<file path="config.mk">
export PLATFORM = sky130hd
export DESIGN_NAME = mitchel
export DESIGN_NICKNAME = d
export VERILOG_FILES = /design/src/rtl/mitchel.sv
export SDC_FILE = /design/constraint.sdc
export NUM_CORES = 1
export LEC_CHECK = 0
export ABC_AREA = 1
export CAP_MARGIN = 20
export CORE_MARGIN = 2
export CORE_UTILIZATION = 50
export CTS_BUF_LIST = sky130_fd_sc_hd__clkbuf_4
export DETAILED_ROUTE_END_ITERATION = 12
export PLACE_DENSITY = 0.77
export SLEW_MARGIN = 20
export SYNTH_ARGS = -nofsm -noshare
export SYNTH_HDL_FRONTEND = slang
export SYNTH_SLANG_ARGS = --single-unit
</file>
<file path="constraint.sdc">
create_clock -name clk -period 4.2 [get_ports clk]
set_input_delay 1.26 -clock clk [delete_from_list [all_inputs] [get_ports clk]]
set_output_delay 1.26 -clock clk [all_outputs]
set_load 0.02 [all_outputs]
</file>
<file path="src/rtl/mitchel.sv">
// mitchel: 9-bit sign-magnitude approximate multiplier based on Mitchell's
// logarithm algorithm. It has a registered 17-bit sign-magnitude product and
// a latency of one cycle.
module mitchel (
    input  logic        clk,
    input  logic        rst,
    input  logic [8:0]  x,
    input  logic [8:0]  y,
    output logic [16:0] p
);

    localparam int unsigned MAG_W  = 8;
    localparam int unsigned FRAC_W = 7;
    localparam int unsigned CHAR_W = 4;
    localparam int unsigned LOG_W  = 11;
    localparam int unsigned ANTI_W = 23;
    localparam int unsigned PMAG_W = 16;
    localparam int unsigned P_W    = 17;

    logic [MAG_W-1:0]  a_mag;
    logic [MAG_W-1:0]  b_mag;
    logic [2:0]        ka;
    logic [2:0]        kb;
    logic [FRAC_W-1:0] fa;
    logic [FRAC_W-1:0] fb;
    logic [CHAR_W-1:0] char_sum;
    logic [LOG_W-1:0]  log_sum;
    logic [PMAG_W-1:0] mag;
    logic [P_W-1:0]    p_d;
    logic [P_W-1:0]    p_q;

    // Index of the most significant set bit; 0 when v is 0 (v == 0 is masked later)
    function automatic logic [2:0] lead_one(input logic [MAG_W-1:0] v);
        logic [2:0] k;
        k = '0;
        for (int i = 0; i < int'(MAG_W); i++) begin
            if (v[i]) begin
                k = 3'(i);
            end
        end
        return k;
    endfunction

    // Log-domain add followed by a truncating antilog, with zero and sign handling
    always_comb begin
        a_mag    = x[MAG_W-1:0];
        b_mag    = y[MAG_W-1:0];
        ka       = lead_one(a_mag);
        kb       = lead_one(b_mag);
        // Normalise so the leading one sits at bit 7, then drop it to leave the mantissa
        fa       = FRAC_W'(a_mag << (3'd7 - ka));
        fb       = FRAC_W'(b_mag << (3'd7 - kb));
        char_sum = CHAR_W'(ka) + CHAR_W'(kb);
        // A carry out of the mantissa add moves into the characteristic
        log_sum  = {char_sum, 7'b0} + LOG_W'(fa) + LOG_W'(fb);
        // The antilog is evaluated in 23 bits; the low bits are truncated, never rounded
        mag      = PMAG_W'((ANTI_W'({1'b1, log_sum[FRAC_W-1:0]})
                            << log_sum[LOG_W-1:FRAC_W]) >> FRAC_W);
        p_d      = '0;
        if ((a_mag != '0) && (b_mag != '0)) begin
            p_d = {x[8] ^ y[8], mag};
        end
    end

    // Output register; reset overrides the in-flight result
    always_ff @(posedge clk) begin
        if (rst) begin
            p_q <= '0;
        end else begin
            p_q <= p_d;
        end
    end

    assign p = p_q;

endmodule

</file>
==> impl_metrics.tcl <==
set metrics [dict create \
    fin_area_sq_mm 0.00301 \
    critical_path.endpoint_type "flop" \
    dp.final_hpwl_mm 4.07 \
    final_cells 468 \
    post-synth-top-count-cell "nand2_1" \
    p_seq_share_pct 17.8 \
    synth_top_cells_by_area "nand2_1 (19%), dfxtp_1 (17%), nand3_1 (9.1%), inv_1 (8.1%), ha_1 (6.3%)" \
    grt_pass1_wl_mm 8.94 \
    critPathRequiredTime_ns 4.43 \
    synth_ff_type "dfxtp_1" \
    grt_pass1_vias 2184 \
    switching_share_pct 47.8 \
    maxCapViolations 0 \
    finish.utilization_pct 80.3 \
    ys_types 36 \
    die_area_sq_mm 0.00449 \
    wl_met3_um 364 \
    cts_tree "yes" \
    dr.max_layer_used "met4" \
    die_y_um 67.0 \
    routed_wl_mm 5.81 \
    fin_nets 453 \
    grt_overflow 0 \
    outcome "finished, final reports clean" \
    num_vias 2496 \
    synthAdderAreaFrac_pct 8.33 \
    max_slew.worst_pin.slew_ns 0.398 \
    drt_iter0_drc 159 \
    power.leakage_nw 1.54 \
    clock_path_buffers 2 \
    worstHoldStart "x[8]" \
    placed_cells 458 \
    path_max_fanout 8 \
    powerDensity_mw_per_mm2 392 \
    route.detailed.drc 0 \
    syn_area_sq_mm 0.00198 \
    min_to "p[16]" \
    synth_edf_count 0 \
    grt_max_degree 14 \
    power_frac_clock_pct 7.8 \
    irDropWorstVdd_uv 223 \
    largest_reg_flops 17 \
    io_pins 37 \
    synthesis.nets 363 \
    io_buffers 36 \
    firstDrtPassIters 6 \
    syn_area_per_cell_sq_um 5.99 \
    start_util_pct 53.0 \
    worst_hold_path_type "input pin to flop" \
    whs_ns 1.60 \
    clock-sinks 17 \
    synth_compound_area_share_pct 11.9 \
    gp_congestion 0.946 \
    ant_nets 0 \
    postLayoutSetupSlackWorst_ns 0.148 \
    max_slew_margin_pct 73.4 \
    arrival_ns 4.28 \
    yosysWarnings 0 \
    tns_ns 0 \
    root_buffer "clkbuf_4" \
    h-tree-depth 1 \
    syn_inst 331 \
    clkTransAtPathRegs_ns 0.09 \
    area_delta_synth_final_pct 51.6 \
    synth.area.mux_share_pct 0.505 \
    synth-simple-area-share_pct 48.7 \
    vias_per_cell 5.33 \
    setup_viol 0 \
    comb_power_share_pct 74.4 \
    grt_use_total_pct 25.1 \
    worstSetupPathType "input pin to flop" \
    finalPower_mw 1.18 \
    layout-drive-gt1-share_pct 30.7 \
    core_sq_mm 0.00374 \
    switchingPower_mw 0.563 \
    yosysSeqAreaShare_pct 17.2 \
    numCtsBuffers 3 \
    dp_slack_ns -0.315 \
    rows 22 \
    wl_met2_mm 2.90 \
    netlist.top_cell.by_area "nand2_1" \
    clock.fmax_mhz 247 \
    fin_crit_sh_pct 96.5 \
    num_antenna_cells 0 \
    whs_path_depth 3 \
    maxSlewViolCount 0 \
    wl_met1_mm 2.45 \
    synth_xor_area_share_pct 1.77 \
    ys_ff_latch 17 \
    synth_common_cells "nand2_1 (101), inv_1 (43), nand3_1 (36)" \
    hold_buffers 0 \
    antenna_found_initial 0 \
    dpl_cell_area_sq_mm 0.00273 \
    synth_top_family_by_area "simple AND/OR/NAND/NOR gates" \
    wire_per_inst_um 12.4 \
    start_kind "input pin" \
    hold_violations 0 \
    period_needed_ns 4.05 \
    yosys.area.top_type_share_pct 19.1 \
    synthArstFlopShare_pct 0 \
    internal_power_mw 0.616 \
    die_w_um 67.0 \
]
## area by class of cell
cell class | instances | area [sq um]
tap | 48 | 60.1
multi-input combinational | 265 | 1630
inverter | 47 | 181
fill | 281 | 737
timing repair buffer | 87 | 764
clock buffer | 4 | 30.0
sequential | 17 | 340
## cell families after synthesis
kind of cell | count (synthesis)
mux | 1
fa+ha+maj | 12
compound gates | 39
buf+inv | 53
xor+xnor | 4
simple gates | 205
flops | 17
## routing by layer
metal	global-route usage (%)	up-vias
li1	-	1253
met1	31.7	1122
met2	45.1	105
met3	2.53	16
met4	6.12	0
met5	0	-
## critical path, cell delays in order
cell and delay [ns]:
clkdlybuf4s50_1 0.49, inv_1 0.06, a21oi_2 0.13, o21ai_2 0.09
nand2_2 0.11, buf_4 0.12, nand2_1 0.05, o21ai_2 0.06
nor2_1 0.05, o31ai_1 0.25, buf_4 0.18, ha_4 0.21
nand2_1 0.08, nand2_2 0.07, a21boi_2 0.21, nand2_2 0.10
nand2_1 0.09, nand2_2 0.10, buf_6 0.16, nand3_2 0.09
buf_4 0.12, nand3_4 0.07, a21oi_2 0.13
## worst max path at each step
stage,start,endpoint,slack (ns)
2_1_floorplan,x[5],p[7],0.41
3_3_place_gp,x[2],p[8],-0.23
3_5_place_dp,y[1],p[1],-0.32
4_1_cts,x[1],p[0],0.04
5_1_grt,y[2],p[3],-0.03
6_report,x[2],p[4],0.15
## timing repair
action                     4_1_cts  5_1_grt
setup buffers                    0        2
gates cloned                     1        3
gates resized for setup          3       61
pin swaps                        1       13
setup endpoints to repair        4       16
## power by group through the flow
| stage | Clock, mW | Combinational, mW | Sequential (mW) |
|---|---|---|---|
| finish | 0.0921 | 0.877 | 0.210 |
| global route | 0.0976 | 0.953 | 0.213 |
| floorplan | 0 | 0.442 | 0.267 |
| detailed placement | 0 | 0.761 | 0.214 |
| global placement | 0 | 0.747 | 0.214 |
| CTS | 0.0910 | 0.771 | 0.211 |
## placed cells by master (no fill, tap or decap), types with 4 or more instances in the layout
cell / instances
nand2_1: 91
buf_4: 49
inv_1: 43
clkdlybuf4s50_1: 34
nand3_1: 29
nor2_1: 27
nand2_2: 17
dfxtp_1: 17
nand3_2: 11
o21ai_1: 9
o21ai_2: 8
a21oi_2: 7
nor2_2: 6
nand3b_1: 6
ha_1: 6
o21ai_0: 5
nand2_4: 5
nand4_1: 4
clkbuf_4: 4
No activity file was read; power rests on OpenSTA's default activity.
